--- src/rtl/i2c_sht40_responder.sv ---
// i2c_sht40_responder: I2C target emulating an SHT40 (address ACK, measure command, busy timer, 6-byte CRC'd read).
module i2c_sht40_responder #(
    parameter logic [6:0] TARGET_ADDR = 7'h44,
    parameter logic [7:0] MEAS_CMD    = 8'hFD,
    parameter int         MEAS_CYCLES = 1000
) (
    input  logic        clk,
    input  logic        rst_n,
    input  logic        Scl_In,
    input  logic        Sda_In,
    output logic        Sda_Out,
    input  logic [15:0] Temp_Data,
    input  logic [15:0] Rh_Data,
    output logic        Cmd_Valid,
    output logic [7:0]  Cmd_Byte,
    output logic        Meas_Busy,
    output logic        Resp_Ready
);
    localparam int TW = $clog2(MEAS_CYCLES + 1);

    typedef enum logic [2:0] {IDLE, ADDR, ADDR_ACK, CMD, CMD_ACK, TX_BYTE, TX_ACK, IGNORE} state_t;

    state_t         state_q, state_d;
    logic [2:0]     scl_q, sda_in_q;
    logic [3:0]     cnt_q, cnt_d;
    logic [6:0]     shift_q, shift_d;
    logic [2:0]     idx_q, idx_d;
    logic           rw_q, rw_d, sda_q, sda_d, cv_q, cv_d, busy_q, busy_d, ready_q, ready_d;
    logic [7:0]     cmd_q, cmd_d, tx_byte, crc_t, crc_rh;
    logic [TW-1:0]  timer_q, timer_d;
    logic [15:0]    temp_q, temp_d, rh_q, rh_d;
    logic           scl_s, scl_h, sda_s, sda_h, scl_rise, scl_fall, start, stop;
    logic [7:0]     rx_byte;

    function automatic logic [7:0] crc8(input logic [15:0] w);
        logic [7:0] c;
        c = 8'hFF;
        for (int i = 15; i >= 0; i--)
            c = (c[7] ^ w[i]) ? ({c[6:0], 1'b0} ^ 8'h31) : {c[6:0], 1'b0};
        return c;
    endfunction

    // [1] is the synchronized level, [2] its one-cycle history
    assign scl_s    = scl_q[1];
    assign scl_h    = scl_q[2];
    assign sda_s    = sda_in_q[1];
    assign sda_h    = sda_in_q[2];
    assign scl_rise = scl_s & ~scl_h;
    assign scl_fall = ~scl_s & scl_h;
    assign start    = scl_s & scl_h & sda_h & ~sda_s;
    assign stop     = scl_s & scl_h & ~sda_h & sda_s;
    assign rx_byte  = {shift_q, sda_s};
    assign crc_t    = crc8(temp_q);
    assign crc_rh   = crc8(rh_q);

    always_comb begin
        case (idx_q)
            3'd0:    tx_byte = temp_q[15:8];
            3'd1:    tx_byte = temp_q[7:0];
            3'd2:    tx_byte = crc_t;
            3'd3:    tx_byte = rh_q[15:8];
            3'd4:    tx_byte = rh_q[7:0];
            3'd5:    tx_byte = crc_rh;
            default: tx_byte = 8'hFF;
        endcase
    end

    always_comb begin
        state_d = state_q;
        cnt_d   = cnt_q;
        shift_d = shift_q;
        idx_d   = idx_q;
        rw_d    = rw_q;
        sda_d   = sda_q;
        cv_d    = 1'b0;
        cmd_d   = cmd_q;
        busy_d  = busy_q;
        ready_d = ready_q;
        timer_d = timer_q;
        temp_d  = temp_q;
        rh_d    = rh_q;
        if (busy_q) begin
            timer_d = timer_q - TW'(1);
            if (timer_q == TW'(1)) begin
                busy_d  = 1'b0;
                ready_d = 1'b1;
                temp_d  = Temp_Data;
                rh_d    = Rh_Data;
            end
        end
        if (start) begin
            state_d = ADDR;
            cnt_d   = 4'd0;
            sda_d   = 1'b1;
        end else if (stop) begin
            state_d = IDLE;
            sda_d   = 1'b1;
        end else begin
            case (state_q)
                ADDR: if (scl_rise) begin
                    shift_d = rx_byte[6:0];
                    cnt_d   = cnt_q + 4'd1;
                    if (cnt_q == 4'd7) begin
                        cnt_d   = 4'd0;
                        idx_d   = 3'd0;
                        rw_d    = sda_s;
                        state_d = (rx_byte[7:1] == TARGET_ADDR && (!sda_s || ready_q)) ? ADDR_ACK : IGNORE;
                    end
                end
                // cnt 0: first fall starts the ACK; cnt 1: second fall ends it
                ADDR_ACK: if (scl_fall) begin
                    if (cnt_q == 4'd0) begin
                        sda_d = 1'b0;
                        cnt_d = 4'd1;
                    end else begin
                        sda_d   = rw_q ? tx_byte[7] : 1'b1;
                        cnt_d   = rw_q ? 4'd1 : 4'd0;
                        state_d = rw_q ? TX_BYTE : CMD;
                    end
                end
                CMD: if (scl_rise) begin
                    shift_d = rx_byte[6:0];
                    cnt_d   = cnt_q + 4'd1;
                    if (cnt_q == 4'd7) begin
                        cnt_d   = 4'd0;
                        cmd_d   = rx_byte;
                        cv_d    = 1'b1;
                        state_d = CMD_ACK;
                        if (rx_byte == MEAS_CMD) begin
                            ready_d = 1'b0;
                            busy_d  = 1'b1;
                            timer_d = TW'(MEAS_CYCLES);
                        end
                    end
                end
                CMD_ACK: if (scl_fall) begin
                    sda_d   = cnt_q != 4'd0;
                    cnt_d   = 4'd1;
                    state_d = (cnt_q == 4'd0) ? CMD_ACK : IGNORE;
                end
                TX_BYTE: if (scl_fall) begin
                    sda_d   = (cnt_q == 4'd8) ? 1'b1 : tx_byte[3'd7 - cnt_q[2:0]];
                    cnt_d   = cnt_q + 4'd1;
                    state_d = (cnt_q == 4'd8) ? TX_ACK : TX_BYTE;
                end
                TX_ACK: if (scl_rise) begin
                    if (sda_s) begin
                        state_d = IGNORE;
                        ready_d = (idx_q == 3'd5) ? 1'b0 : ready_q;
                    end else begin
                        idx_d   = (idx_q == 3'd6) ? 3'd6 : idx_q + 3'd1;
                        cnt_d   = 4'd0;
                        state_d = TX_BYTE;
                    end
                end
                default: sda_d = 1'b1;
            endcase
        end
    end

    always_ff @(posedge clk) begin
        if (!rst_n) begin
            scl_q    <= 3'b111;
            sda_in_q <= 3'b111;
            state_q  <= IDLE;
            cnt_q    <= 4'd0;
            shift_q  <= 7'd0;
            idx_q    <= 3'd0;
            rw_q     <= 1'b0;
            sda_q    <= 1'b1;
            cv_q     <= 1'b0;
            cmd_q    <= 8'd0;
            busy_q   <= 1'b0;
            ready_q  <= 1'b0;
            timer_q  <= '0;
            temp_q   <= 16'd0;
            rh_q     <= 16'd0;
        end else begin
            scl_q    <= {scl_q[1:0], Scl_In};
            sda_in_q <= {sda_in_q[1:0], Sda_In};
            state_q  <= state_d;
            cnt_q    <= cnt_d;
            shift_q  <= shift_d;
            idx_q    <= idx_d;
            rw_q     <= rw_d;
            sda_q    <= sda_d;
            cv_q     <= cv_d;
            cmd_q    <= cmd_d;
            busy_q   <= busy_d;
            ready_q  <= ready_d;
            timer_q  <= timer_d;
            temp_q   <= temp_d;
            rh_q     <= rh_d;
        end
    end

    assign Sda_Out    = sda_q;
    assign Cmd_Valid  = cv_q;
    assign Cmd_Byte   = cmd_q;
    assign Meas_Busy  = busy_q;
    assign Resp_Ready = ready_q;
endmodule

--- config.mk ---
export PLATFORM = sky130hd
export DESIGN_NAME = i2c_sht40_responder
export DESIGN_NICKNAME = d
export VERILOG_FILES = /design/src/rtl/i2c_sht40_responder.sv
export SDC_FILE = /design/constraint.sdc
export NUM_CORES = 1
export LEC_CHECK = 0
export CAP_MARGIN = 20
export CORE_AREA = 2 2 98 100
export DETAILED_ROUTE_END_ITERATION = 12
export DIE_AREA = 0 0 100 102
export PLACE_DENSITY_LB_ADDON = 0.25
export SLEW_MARGIN = 20
export SYNTH_ARGS = -nofsm -noshare
export SYNTH_HDL_FRONTEND = slang
export SYNTH_SLANG_ARGS = --single-unit
--- constraint.sdc ---
create_clock -name clk -period 3.1 [get_ports clk]
set_input_delay 0.465 -clock clk [delete_from_list [all_inputs] [get_ports clk]]
set_output_delay 0.465 -clock clk [all_outputs]
set_load 0.02 [all_outputs]
Word level (Yosys, flattened, before mapping)
Index checks and enable logic that the tools add are counted.

Add/sub/neg operators: 4. Magnitude comparators: 1. Eq/ne operators: 38. Muxes and demuxes: 102. Bitwise gates (word level): 77. Reduce and logical (&&, ||, !) cells: 24.

Operators by type and width (number): two-way mux 6 bit (32); NOT 3 bit (30); two-way mux 10 bit (7); two-way mux 3 bit (16); case mux 8 bit (6 select lines) (1); != test 4 bit (second input constant) (9); two-way mux 1 bit (30); two-way mux 4 bit (7); bitwise XOR 1 bit (26); != test 2 bit (second input constant) (10); case mux 4 bit (5 select lines) (1); AND reduction 10 bit (2); == test 3 bit (second input constant) (6); case mux 3 bit (6 select lines) (1); == test 3 x 2 -> 1 bit (second input constant) (4); == test 10 x 1 -> 1 bit (second input constant) (1); NOT 1 bit (10); AND reduction 5 bit (2); subtractor 10 x 1 -> 10 bit (second input constant) (1); == test 8 bit (second input constant) (1); AND reduction 4 bit (2); AND reduction 8 bit (1); nonzero test 8 bit (1); bitwise AND 1 bit (7); 30 further kinds (38).

Register bits: 78. Input port bits: 36. Output and inout bits: 12. Word-level logic and storage cells: 262.

Logic depth before layout (Yosys ltp)
Gate-level depths: netlist of the first run.

Depth in word-level cells: 37. Mapped depth: 12. Depth with buffers taken out: 10.

Worst setup path after synthesis of the first run
No wires, ideal clock.

Kind: register to register. Start: register temp_q[10]. End: register sda_q, in the netlist Sda_Out. Setup time: 129 ps. Arrival: 2410 ps. Required time: 2971 ps. Path slack: 560 ps. Stages on the path, launching flop included: 10. Buffers on the path: 1. Clock period less this slack: 2540 ps. Cells stage by stage: dfxtp_1 > buf_4 > xor3_2 > xor3_2 > xnor2_1 > mux2i_1 > a21oi_1 > o311a_1 > o32ai_1 > a21oi_1.

Cells in the longest elaborated chain, start to end: 19. Elaborated cells between the ends (all ways): 35. Those cells by class: mux: 20; bitwise: 15.

Ends and longest elaborated chain: start, declared (line 31) `logic [15:0] temp_q, temp_d, rh_q, rh_d;`; start signal, assigned (line 192) `temp_q <= temp_d;`; bitwise XOR 1 bit (line 39) `c = (c[7] ^ w[i]) ? ({c[6:0], 1'b0} ^ 8'h31) : {c[6:0], 1'b0};`; two-way mux 6 bit (line 39); two-way mux 6 bit / NOT 3 bit (equally long branches); two-way mux 6 bit (line 39); two-way mux 6 bit / bitwise XOR 1 bit (equally long branches) (line 39); NOT 3 bit (no line) / two-way mux 6 bit (equally long branches); two-way mux 6 bit (line 39); NOT 3 bit (no line) / two-way mux 6 bit (equally long branches); (+3 left out); two-way mux 6 bit / NOT 3 bit (equally long branches); two-way mux 6 bit (line 39); case mux 8 bit (6 select lines) * (line 57) `case (idx_q)`; binary-select mux 1 bit (select 3 bit) (line 142) `sda_d = (cnt_q == 4'd8) ? 1'b1 : tx_byte[3'd7 - cnt_q[2:0]];`; two-way mux 1 bit (not written as such) (line 142); two-way mux 1 bit (line 142); two-way mux 1 bit (line 141) `TX_BYTE: if (scl_fall) begin`; case mux 1 bit (4 select lines) * (line 99) `case (state_q)`; end signal, assigned (line 170) `sda_q <= 1'b1;`; end signal, assigned (line 186) `sda_q <= sda_d;`; end, declared (line 28) `logic rw_q, rw_d, sda_q, sda_d, cv_q, cv_d, busy_q, busy_d, ready_q, ready_d;`.

Every way passes the cells marked *; elsewhere a longest branch is shown, timed or not. The select of a mux whose other input is x is not followed. A chain may end at the register's enable or synchronous reset.

Worst setup path after layout of the first run
Same ends and word-level chain as after synthesis.

==> results of run 1 <==
[power by group through the flow]
stage | registers [µW] | logic, µW | clock network [µW]
after global routing | 1020 | 110 | 793
after detailed placement | 1040 | 99.6 | 0
final | 1020 | 100 | 740
after global placement | 1040 | 98.0 | 0
after CTS | 1020 | 100 | 758
after floorplan | 1030 | 50.9 | 0
[cell usage after synthesis, types with 5 or more instances]
| cell | count |
|---|---|
| xnor3_1 | 10 |
| nor2b_1 | 6 |
| nor3_1 | 7 |
| a221o_1 | 5 |
| nand3_1 | 25 |
| mux2i_1 | 5 |
| inv_1 | 10 |
| xor2_1 | 16 |
| mux2_2 | 7 |
| dfxtp_1 | 78 |
| a21oi_1 | 74 |
| nor2_1 | 28 |
| nand2b_1 | 16 |
| a211oi_1 | 5 |
| clkbuf_1 | 29 |
| or3_1 | 6 |
| o21ai_0 | 18 |
| nand2_1 | 116 |
| ha_1 | 9 |
| xnor2_1 | 38 |
[final timing paths]
kind                                start                   end  slack [ns]  depth (start not counted)
setup / recovery  temp_q[10]$_SDFFE_PN0P_  Sda_Out$_SDFFE_PP1P_        0.31                          8
hold / removal        scl_q[0]$_SDFF_PN1_   scl_q[1]$_SDFF_PN1_        0.41                          1
setup reg to reg  temp_q[10]$_SDFFE_PN0P_  Sda_Out$_SDFFE_PP1P_        0.31                          8
hold reg to reg       scl_q[0]$_SDFF_PN1_   scl_q[1]$_SDFF_PN1_        0.41                          1
[through the flow]
step | area (µm²) | setup slack, ns | util [%] | cells | hold slack, ns
finish | 5490 | 0.312 | 60.2 | 735 | 0.415
global route | 5490 | 0.179 | 60.2 | 735 | 0.456
global placement | 5300 | 0.399 | 58.2 | 719 | 0.390
detailed placement | 5300 | 0.329 | 58.2 | 719 | 0.394
CTS | 5490 | 0.322 | 60.2 | 735 | 0.417
floorplan | 4760 | 0.560 | - | 586 | 0.386
[state kept, by name, indices dropped and copies added (netlist names), 3 cells and up]
name and cells:
cnt_q 4, sda_in_q 3, Cmd_Byte 8, idx_q 3, temp_q 16, state_q 3, scl_q 3, shift_q 7
timer_q 10, rh_q 16
[worst max-delay path: stages, from the launching register on]
cell and delay, ns:
dfxtp_1 0.50, xor3_2 0.54, xor3_2 0.30, xnor2_1 0.28
mux2i_1 0.21, a21oi_1 0.09, o311a_1 0.37, o32ai_1 0.28
a21oi_1 0.10
[final cells by class]
type | count | area [µm²] | area share (%)
Clock buffer | 9 | 124 | 2.26
Clock inverter | 7 | 61.3 | 1.12
Multi-Input combinational cell | 459 | 3000 | 54.6
Tap cell | 111 | 139 | 2.53
Timing Repair Buffer | 59 | 561 | 10.2
Inverter | 12 | 45.0 | 0.821
Sequential cell | 78 | 1560 | 28.5
[kinds of logic after synthesis]
logic type      synth area share (%)
simple gates                    22.1
flops                           32.8
fa+ha+maj                       2.58
compound gates                  17.8
mux                             2.71
xor+xnor                        17.7
buf+inv                         4.21
[routing by layer]
layer,track usage [%],share of wire [%]
met1,31.5,47
met5,0,0
met4,6.95,1.4
met3,4.51,5.7
met2,37.1,46
==> implementation parameters, run 1 <==
Parameter                              Value

Logic synthesis
  Synthesized netlist net count    631
  Cell type with the largest total area after synthesis    dfxtp_1
  Synthesized area divided by synthesized cell count    8.12 µm²
  Primary FF master, synth    dfxtp_1
  Sequential fraction of the synthesis area    32.8%
  Top cells by area, synth    dfxtp_1 (33%), nand2_1 (9.2%), a21oi_1 (7.8%), xnor2_1 (7.0%), xnor3_1 (4.7%)
  Share of synthesized flip-flops with an asynchronous set or reset    0%
  Yosys reg bits    78
  Cell count after synthesis    586
  Count of different cell masters after synthesis    64
  Synthesis Warnings    0
  Number of flops mapped to enable cells by yosys    0
  Area share of the largest cell type after synthesis    32.8%
  Synthesized cell area    4760 µm²

Drt
  Average wire per standard cell    15.3 µm
  Post-detailed-route DRC marker count    0
  Detail Route Antenna Nets    0
  Post-detailed-route via-to-cell ratio    5.75
  Pre-antenna DRT Iters    5
  Number of DRC markers after the initial detailed-route iteration    321
  Vias    4228
  Routed Wire Length    11200 µm

Clock network
  Worst-Skew Late Latency    0.37 ns
  Bufs on Longest Clock Path    2
  Clock transition at the registers of the reported paths    0.10 ns
  Clock Sinks    78
  Htree depth    3
  Number of hold buffers added after CTS    0
  # Post-CTS Setup Buffers    0
  TritonCTS clock tree    yes
  CTS root buf    clkbuf_8
  Number of resized instances in the post-cts repair step    0
  Number of clock buffers inserted by TritonCTS    9

Power and ir drop
  Power share of the clock group    39.8%
  Total leakage power    0.00191 µW
  Overall power    1860 µW
  Internal power contribution    1370 µW
  Portion of total power attributed to combinational logic    5.4%
  Proportion of power drawn by flip-flops and latches    54.8%
  Switching part of the total    26.4%
  Power density normalized to cell area    339 nW/µm²
  Maximum vdd drop    0.000225 V
  Sw power    490 µW

Setup path
  Startpoint type of the worst setup path    register
  Highest fanout seen on the critical path    6
  Required time at the endpoint of the critical path    3.34 ns
  Arrival time reported for the critical path endpoint    3.03 ns
  Critical Path End Type    register
  Path type of the worst setup path    register to register

Timing
  Unrepaired setup endpoints after global routing    false
  Worst setup skew after layout    0.0112 ns
  Max-slew violation count    0
  Max-slew headroom    49.4%
  Max Clock Freq    359 MHz
  Part of the cycle the worst path needs    89.9%
  TNS Setup    0 ns
  Final Hold Violating Endpoints    0
  Number of failing setup endpoints in the final timing report    0
  Slew @ Worst Pin    0.758 ns
  Crit path time final    2.79 ns

Global route
  Global-route wire length before repair    19000 µm
  Overall overflow remaining after global route    0
  Pin count of the biggest net entering global routing    60
  Initial antenna violation count    0
  Number of global-route vias before repair    4039
  Gr usage total    23.0%

Floorplanning
  Die width    100 µm
  Area inside the core boundary    9110 µm²
  Ports placed on the boundary    48
  Row cnt    35
  Chip height    102 µm
  Die footprint    10200 µm²
  Effective utilization at floorplan    52.2%

Final layout
  Area growth syn-to-layout    15.3%
  Leading cell type in the layout, fill and taps excluded    nand2_1
  Layout Nets    664
  Antenna fix cells    0
  Top library cells by usage in the layout, fill and taps aside    nand2_1 (116), dfxtp_1 (78), a21oi_1 (74)
  Layout cell share with drive strength beyond 1    7.37%
  Number of inserted filler cells in the final layout    798

Placed design
  RD Place Congestion    0.930
  Port buffer count    47
  HPWL after detailed placement    8350 µm

Hold path
  Worst hold path type    register to register

Job
  Count of maximum capacitance violations    0

Status
  Result of the run    finished clean
No activity file was read; power rests on OpenSTA's default activity.
==> inputs of run 2 (changes only) <==
--- a/config.mk
+++ b/config.mk
@@ -9,7 +9,9 @@
 export CORE_AREA = 2 2 98 100
 export DETAILED_ROUTE_END_ITERATION = 12
 export DIE_AREA = 0 0 100 102
+export MAX_ROUTING_LAYER = met4
 export PLACE_DENSITY_LB_ADDON = 0.25
+export SKIP_CTS_REPAIR_TIMING = 1
 export SLEW_MARGIN = 20
 export SYNTH_ARGS = -nofsm -noshare
 export SYNTH_HDL_FRONTEND = slang
==> implementation parameters, run 2 (synthesis results as in run 1) <==
Parameter                              Value

Floorplanning
  Ports placed on the boundary    48 (unchanged)
  Chip height    102 µm (unchanged)
  Row cnt    35 (unchanged)
  Die width    100 µm (unchanged)
  Die footprint    10200 µm² (unchanged)
  Effective utilization at floorplan    52.2% (unchanged)
  Area inside the core boundary    9110 µm² (unchanged)

Global route
  Gr usage total    24.4% (was 23.0%)
  Number of global-route vias before repair    4007 (was 4039)
  Global-route wire length before repair    19400 µm (was 19000 µm)
  Pin count of the biggest net entering global routing    54 (was 60)
  Overall overflow remaining after global route    0 (unchanged)
  Initial antenna violation count    0 (unchanged)

Timing
  Final Hold Violating Endpoints    0 (unchanged)
  Unrepaired setup endpoints after global routing    false (unchanged)
  Crit path time final    2.78 ns (was 2.79 ns)
  Post-layout worst setup margin    0.317 ns (was 0.312 ns)
  Max-slew violation count    0 (unchanged)
  Number of failing setup endpoints in the final timing report    0 (unchanged)
  Worst setup skew after layout    0.0114 ns (was 0.0112 ns)
  Max Clock Freq    359 MHz (about the same)
  Part of the cycle the worst path needs    89.8% (was 89.9%)
  Max-slew headroom    51.8% (was 49.4%)
  Slew @ Worst Pin    0.722 ns (was 0.758 ns)
  TNS Setup    0 ns (unchanged)

Setup path
  Capture point of the worst path    Sda_Out$_SDFFE_PP1P_ (unchanged)
  Required time at the endpoint of the critical path    3.34 ns (about the same)
  Reg2Reg Setup Slack    0.32 ns (was 0.31 ns)
  R2r endpoint    Sda_Out$_SDFFE_PP1P_ (unchanged)
  Number of cells on the worst reg-to-reg path    8 (unchanged)
  Startpoint type of the worst setup path    register (unchanged)
  Path type of the worst setup path    register to register (unchanged)
  Critical Path End Type    register (unchanged)
  Highest fanout seen on the critical path    6 (unchanged)
  Critical register-to-register path startpoint    temp_q[10]$_SDFFE_PN0P_ (unchanged)
  Arrival time reported for the critical path endpoint    3.03 ns (about the same)
  Start point of the critical path    temp_q[10]$_SDFFE_PN0P_ (unchanged)

Clock network
  Clock Sinks    78 (unchanged)
  Bufs on Longest Clock Path    2 (unchanged)
  CTS root buf    clkbuf_8 (unchanged)
  Htree depth    3 (unchanged)
  Number of clock buffers inserted by TritonCTS    9 (unchanged)
  Worst-Skew Late Latency    0.36 ns (was 0.37 ns)
  Clock transition at the registers of the reported paths    0.09 ns (was 0.10 ns)
  TritonCTS clock tree    yes (unchanged)

Drt
  Vias    4260 (was 4228)
  Pre-antenna DRT Iters    6 (was 5)
  Post-detailed-route via-to-cell ratio    5.80 (was 5.75)
  Routed Wire Length    11600 µm (was 11200 µm)
  Detail Route Antenna Nets    0 (unchanged)
  Post-detailed-route DRC marker count    0 (unchanged)
  Number of DRC markers after the initial detailed-route iteration    322 (was 321)
  Average wire per standard cell    15.8 µm (was 15.3 µm)

Final layout
  Number of inserted filler cells in the final layout    839 (was 798)
  Layout Nets    663 (was 664)
  Leading cell type in the layout, fill and taps excluded    nand2_1 (unchanged)
  Register area    1560 µm² (unchanged)
  Layout cell share with drive strength beyond 1    7.22% (was 7.37%)
  Multi-input logic area    3000 µm² (unchanged)
  Area growth syn-to-layout    15.8% (was 15.3%)
  Antenna fix cells    0 (unchanged)
  Biggest regs    rh_q x16, temp_q x16, timer_q x10 (unchanged)
  Top library cells by usage in the layout, fill and taps aside    nand2_1 (116), dfxtp_1 (78), a21oi_1 (74) (unchanged)

Placed design
  HPWL after detailed placement    8550 µm (was 8350 µm)
  RD Place Congestion    0.937 (was 0.930)
  Dpl ws    0.327 ns (was 0.329 ns)
  Port buffer count    47 (unchanged)

Power and ir drop
  Total leakage power    0.00193 µW (was 0.00191 µW)
  Overall power    1940 µW (was 1860 µW)
  Maximum vdd drop    0.000222 V (was 0.000225 V)
  Power density normalized to cell area    352 nW/µm² (was 339 nW/µm²)

Hold path
  Worst hold path type    register to register (unchanged)

Status
  Result of the run    finished clean (unchanged)

Job
  Count of maximum capacitance violations    0 (unchanged)
run 2: how the worst min path moves through the flow:
stage	from	endpoint	slack (ns)	cells past startpoint
after floorplan	scl_q[0]$_SDFF_PN1_	scl_q[1]$_SDFF_PN1_	0.39	1
final	sda_in_q[0]$_SDFF_PN1_	sda_in_q[1]$_SDFF_PN1_	0.41	1
after detailed placement	sda_in_q[0]$_SDFF_PN1_	sda_in_q[1]$_SDFF_PN1_	0.40	1
after global placement	sda_in_q[0]$_SDFF_PN1_	sda_in_q[1]$_SDFF_PN1_	0.39	1
after CTS	sda_in_q[0]$_SDFF_PN1_	sda_in_q[1]$_SDFF_PN1_	0.42	1
after global routing	sda_in_q[0]$_SDFF_PN1_	sda_in_q[1]$_SDFF_PN1_	0.43	1
run 2: final cells by class:
| class | count | share of cell area, % |
|---|---|---|
| clock inverters | 7 | 1.45 |
| well taps | 111 | 2.52 |
| repair buffers | 58 | 10.3 |
| inverters | 12 | 0.817 |
| clock buffers | 9 | 2.25 |
| flip-flops and latches | 78 | 28.3 |
| multi-input cells | 459 | 54.4 |
run 2: where the power goes:
part	internal, µW	switching [µW]
combinational	58.6	43.7
sequential	1010	13.8
clock	385	432
run 2: per-stage QoR:
step                instance area, µm²  util, %  hold slack (ns)  std cells
floorplan                         4760        -            0.386        586
finish                            5510     60.5            0.414        734
CTS                               5510     60.5            0.418        734
detailed placement                5310     58.3            0.396        718
global route                      5510     60.5            0.432        734
global placement                  5310     58.3            0.391        718
run 2: metal layers:
layer  share of wire [%]  GRT usage [%]
met4                 1.2           7.38
met2                  47           38.1
met5                   0              -
met1                  47           32.7
met3                 5.6           3.97
run 2: critical path, cell delays in order (launching register included):
cell and delay [ns]:
dfxtp_1 0.49, xor3_2 0.55, xor3_2 0.30, xnor2_1 0.28
mux2i_1 0.22, a21oi_1 0.08, o311a_1 0.37, o32ai_1 0.27
a21oi_1 0.10
==> inputs of run 3 (changes only) <==
--- a/config.mk
+++ b/config.mk
@@ -10,7 +10,7 @@
 export DETAILED_ROUTE_END_ITERATION = 12
 export DIE_AREA = 0 0 100 102
 export MAX_ROUTING_LAYER = met4
-export PLACE_DENSITY_LB_ADDON = 0.25
+export PLACE_DENSITY_LB_ADDON = 0.05
 export SKIP_CTS_REPAIR_TIMING = 1
 export SLEW_MARGIN = 20
 export SYNTH_ARGS = -nofsm -noshare
==> implementation parameters, run 3 (synthesis results as in run 1) <==
Parameter                              Value

Placed design
  RD Place Congestion    0.983 (was 0.937)
  Cell Area, Placed    5300 µm² (was 5310 µm²)
  HPWL after detailed placement    8600 µm (was 8550 µm)
  Port buffer count    47 (unchanged)
  Dpl ws    0.356 ns (was 0.327 ns)
  Number of placed instances with taps included    718 (unchanged)

Clock network
  Clock Sinks    78 (unchanged)
  Worst-Skew Late Latency    0.36 ns (about the same)
  Htree depth    3 (unchanged)
  TritonCTS clock tree    yes (unchanged)
  Bufs on Longest Clock Path    2 (unchanged)
  CTS root buf    clkbuf_8 (unchanged)
  Number of clock buffers inserted by TritonCTS    9 (unchanged)
  Clock transition at the registers of the reported paths    0.09 ns (about the same)

Global route
  Number of global-route vias before repair    3998 (was 4007)
  Gr usage total    24.9% (was 24.4%)
  Initial antenna violation count    0 (unchanged)
  Pin count of the biggest net entering global routing    57 (was 54)
  Global-route wire length before repair    19700 µm (was 19400 µm)
  Overall overflow remaining after global route    0 (unchanged)

Timing
  Max-slew headroom    56.1% (was 51.8%)
  Slew @ Worst Pin    0.657 ns (was 0.722 ns)
  Unrepaired setup endpoints after global routing    false (unchanged)
  Part of the cycle the worst path needs    89.9% (was 89.8%)
  Worst setup skew after layout    0.00741 ns (was 0.0114 ns)
  Max Clock Freq    359 MHz (about the same)
  Post-layout worst setup margin    0.313 ns (was 0.317 ns)
  TNS Setup    0 ns (unchanged)
  Max-slew violation count    0 (unchanged)
  Number of failing setup endpoints in the final timing report    0 (unchanged)
  Crit path time final    2.79 ns (was 2.78 ns)
  Final Hold Violating Endpoints    0 (unchanged)

Setup path
  Highest fanout seen on the critical path    6 (unchanged)
  Path type of the worst setup path    register to register (unchanged)
  Arrival time reported for the critical path endpoint    3.02 ns (was 3.03 ns)
  Required time at the endpoint of the critical path    3.33 ns (was 3.34 ns)
  Critical Path End Type    register (unchanged)
  Crit-path max cell delay    0.54 ns (was 0.55 ns)
  CP Buf/Inv Count    0 (unchanged)
  Worst path slowest cell    xor3_2 (unchanged)
  Startpoint type of the worst setup path    register (unchanged)
  CP delay by family, top    XOR/XNOR gates (unchanged)
  Crit path cell chain    xor3_2, xor3_2, xnor2_1, mux2i_1, a21oi_1, o311a_1, o32ai_1, a21oi_1 (unchanged)

Power and ir drop
  Power density normalized to cell area    373 nW/µm² (was 352 nW/µm²)
  Total leakage power    0.00194 µW (was 0.00193 µW)
  Maximum vdd drop    0.000312 V (was 0.000222 V)

Status
  Result of the run    finished clean (unchanged)

Final layout
  Top library cells by usage in the layout, fill and taps aside    nand2_1 (116), dfxtp_1 (78), a21oi_1 (74) (unchanged)
  Final design area excluding fillers    5540 µm² (was 5510 µm²)
  Biggest regs    rh_q x16, temp_q x16, timer_q x10 (unchanged)
  Layout Nets    663 (unchanged)
  Post-layout instance count excluding filler cells    734 (unchanged)
  Leading cell type in the layout, fill and taps excluded    nand2_1 (unchanged)
  Layout cell share with drive strength beyond 1    7.06% (was 7.22%)
  Antenna fix cells    0 (unchanged)
  Area growth syn-to-layout    16.4% (was 15.8%)

Floorplanning
  Effective utilization at floorplan    52.2% (unchanged)
  Die width    100 µm (unchanged)
  Area inside the core boundary    9110 µm² (unchanged)
  Ports placed on the boundary    48 (unchanged)
  Chip height    102 µm (unchanged)
  Row cnt    35 (unchanged)
  Die footprint    10200 µm² (unchanged)

Drt
  Average wire per standard cell    16.1 µm (was 15.8 µm)
  Post-detailed-route DRC marker count    0 (unchanged)
  Routed Wire Length    11800 µm (was 11600 µm)
  Number of DRC markers after the initial detailed-route iteration    292 (was 322)
  Detail Route Antenna Nets    0 (unchanged)
  Post-detailed-route via-to-cell ratio    5.78 (was 5.80)
  Vias    4243 (was 4260)
  Pre-antenna DRT Iters    5 (was 6)

Job
  Count of maximum capacitance violations    0 (unchanged)

Hold path
  Worst hold path type    register to register (unchanged)
## run 3: cell types whose count changed in the layout (fill, tap and decap cells not counted), sizes merged
cell      change
clkinvlp      -1
bufinv        +2
clkbuf        +1
inv           -2
## run 3: worst register-to-register path, stage by stage (launching register included)
cell and delay, ns:
dfxtp_1 0.50, xor3_2 0.54, xor3_2 0.30, xnor2_1 0.30
mux2i_1 0.22, a21oi_1 0.09, o311a_1 0.35, o32ai_1 0.27
a21oi_1 0.10
## run 3: stage by stage
stage,power (µW),util (%),hold WS [ns]
after floorplan,1090,-,0.386
after CTS,2090,60.8,0.415
after global placement,1140,58.1,0.390
final,2070,60.8,0.411
after detailed placement,1140,58.1,0.394
after global routing,2130,60.8,0.425
## run 3: metal layers
layer / vias up / part of all wire, % / GRT usage, % / routed length (µm)
met4: 0 / 1.1 / 6.85 / 127
met3: 16 / 4.5 / 3.76 / 534
li1: 2103 / - / - / -
met5: - / 0 / - / 0
met2: 105 / 47 / 40.1 / 5570
met1: 2019 / 47 / 33.1 / 5600
## run 3: layout make-up
| type | count | area [µm²] |
|---|---|---|
| timing repair buffer | 58 | 553 |
| sequential | 78 | 1560 |
| inverter | 12 | 45.0 |
| multi-input combinational | 459 | 3000 |
| clock buffer | 10 | 128 |
| fill | 889 | 3570 |
| clock inverter | 6 | 116 |
| tap | 111 | 139 |
## run 3: where the power goes
part	leakage [µW]	internal, µW	total (µW)	switching (µW)
Clock	0.000121	543	946	403
Combinational	0.00119	57.7	106	48.4
Sequential	0.000629	1010	1020	9.93
Total	0.00194	1610	2070	462
## run 3: worst paths after layout
kind	cells past startpoint	to	from	slack, ns
worst max register to register	8	Sda_Out$_SDFFE_PP1P_	temp_q[10]$_SDFFE_PN0P_	0.31
worst min register to register	1	scl_q[1]$_SDFF_PN1_	scl_q[0]$_SDFF_PN1_	0.41
worst max-delay path	8	Sda_Out$_SDFFE_PP1P_	temp_q[10]$_SDFFE_PN0P_	0.31
worst min-delay path	1	scl_q[1]$_SDFF_PN1_	scl_q[0]$_SDFF_PN1_	0.41
==> edit (flow settings as in run 2) <==
Re-encode `state_t` (8 states) as one-hot, 8 bits wide.
--- a/src/rtl/i2c_sht40_responder.sv
+++ b/src/rtl/i2c_sht40_responder.sv
@@ -19,5 +19,5 @@
     localparam int TW = $clog2(MEAS_CYCLES + 1);
 
-    typedef enum logic [2:0] {IDLE, ADDR, ADDR_ACK, CMD, CMD_ACK, TX_BYTE, TX_ACK, IGNORE} state_t;
+    typedef enum logic [7:0] {IDLE = 8'b00000001, ADDR = 8'b00000010, ADDR_ACK = 8'b00000100, CMD = 8'b00001000, CMD_ACK = 8'b00010000, TX_BYTE = 8'b00100000, TX_ACK = 8'b01000000, IGNORE = 8'b10000000} state_t;
 
     state_t         state_q, state_d;
Function: same outputs for any inputs over 10 cycles, from zero or initial values and one cycle with rst_n low; not proved beyond that.
==> edit against run 2 <==
  * The flow now finishes with violations (design-rule violations)
  * Global-route usage is 1.5 points lower
  * Synthesized area is 0.32% higher
  * First-iteration DRC count is 42% lower
  * Clock power is 13% lower
  * Setup slack better by 150 ps
  * Final cell count is 4.8% lower
  * Sequential cell count is 5 higher
  * Combinational power is 12% lower
  * Count of clock-buffer cells in the layout stayed put
  * Cell area is 0.43% lower
  * Wire length is 6.4% lower
  * Power is 3.4% lower
  * Critical path type unchanged
  * Critical endpoint unchanged
  * Largest cell class unchanged
  * Highest routed layer unchanged
==> edit: results (changes against run 2) <==
| Metric | Value |
|---|---|
| Hold Crit Start | scl_q[0]$_SDFF_PN1_ |
| Critical path peak fanout | 4 (-2) |
| Non-filler cells, final | 699 (-4.8%) |
| DRC Markers | 2 (+2) |
| DRT iter0 DRCs | 188 (-42%) |
| First-pass GRT wire length | 18300 um (-5.9%) |
| Leak | 1.87 nW (-2.9%) |
| Post-Syn Area per Cell | 8.71 um^2 (+7.3%) |
| Final net count | 628 (-5.3%) |
| Switch Pwr | 0.453 mW (-7.5%) |
| DR pass1 iterations | 11 (+5) |
| Routed vias/inst | 5.55 (-4.3%) |
| Arrival @ worst endpoint | 2880 ps (-150 ps) |
| Status | finished, violations left |
| Failing checks | design-rule violations |
| Largest net degree at the start of global routing | 71 (+31%) |
| Rel. slew slack | 0.589 (+0.0717) |
| Gpl congestion | 0.922 (-1.6%) |
| Area after DPL | 5310 um^2 (about the same) |
| Tot GR Track Use | 0.229 (-0.0150) |
| Ranking of synthesized cells by area | dfxtp_1, xnor2_1, nand2_1 |
| Peak VDD IR | 204 uV (-8.3%) |
| Place WS | 477 ps (+150 ps) |
| Final clock skew | 10.5 ps (-0.917 ps) |
| Placed Cells incl. Taps | 683 (-4.9%) |
| Sequential fraction of the synthesis area | 0.348 (+0.0199) |
| Routed wire length per instance | 15.6 um (-1.7%) |
| Synthesized net count | 593 (-6.0%) |
| Count of different cell masters after synthesis | 52 (-19%) |
| DP HPWL | 8040 um (-6.0%) |
| Vias in the first global route | 3773 (-5.8%) |
| Layout cells sized above 1 | 0.0578 (-0.0144) |
| FF-to-FF setup slack | 470 ps (+150 ps) |
## edit: cell types whose count changed in the layout (fill, tap and decap cells not counted), moves of 11 or more
cell	change
a21oi_1	-50
nand3_1	-13
a22oi_1	+11
a21boi_0	+40
mux2i_1	+11
nand2_1	-25
nor2b_1	+16
## edit: cell families after synthesis
kind of cell | Yosys count | synth area share
and+or+nand+nor | 200 | 0.200
AOI/OAI and AO/OA | 126 | 0.184
DFF | 83 | 0.348
xor gates and xnor gates | 74 | 0.179
buffers and inverters | 40 | 0.0322
muxes | 16 | 0.0336
adders and majority gates | 9 | 0.0236
## edit: layer usage
layer / track usage / vias up / share of wire
met2: 0.376 / 88 / 0.48
met1: 0.298 / 1803 / 0.47
met5: - / - / 0
li1: - / 1982 / -
met3: 0.0390 / 8 / 0.038
met4: 0.0527 / 0 / 0.0054
## edit: area by class of cell
type	count	area [um^2]
timing repair buffer	53	510
multi-input combinational	425	2960
fill	853	3620
tap	111	139
clock inverter	7	51.3
inverter	11	41.3
clock buffer	9	124
sequential	83	1660
## edit: power groups by stage
stage	registers (mW)	logic (mW)	clock network, mW
2_1_floorplan	1.10	0.0367	0
3_3_place_gp	1.10	0.0897	0
3_5_place_dp	1.10	0.0900	0
4_1_cts	1.07	0.0907	0.735
5_1_grt	1.07	0.0979	0.786
6_report	1.07	0.0899	0.711
## edit: worst min path at each step
stage                                  end  slack [ps]  cells after the start
floorplan              scl_q[1]$_SDFF_PN1_         390                      1
global placement    sda_in_q[1]$_SDFF_PN1_         390                      1
detailed placement     scl_q[1]$_SDFF_PN1_         390                      1
CTS                    scl_q[1]$_SDFF_PN1_         410                      1
global route           scl_q[1]$_SDFF_PN1_         440                      1
finish                 scl_q[1]$_SDFF_PN1_         410                      1
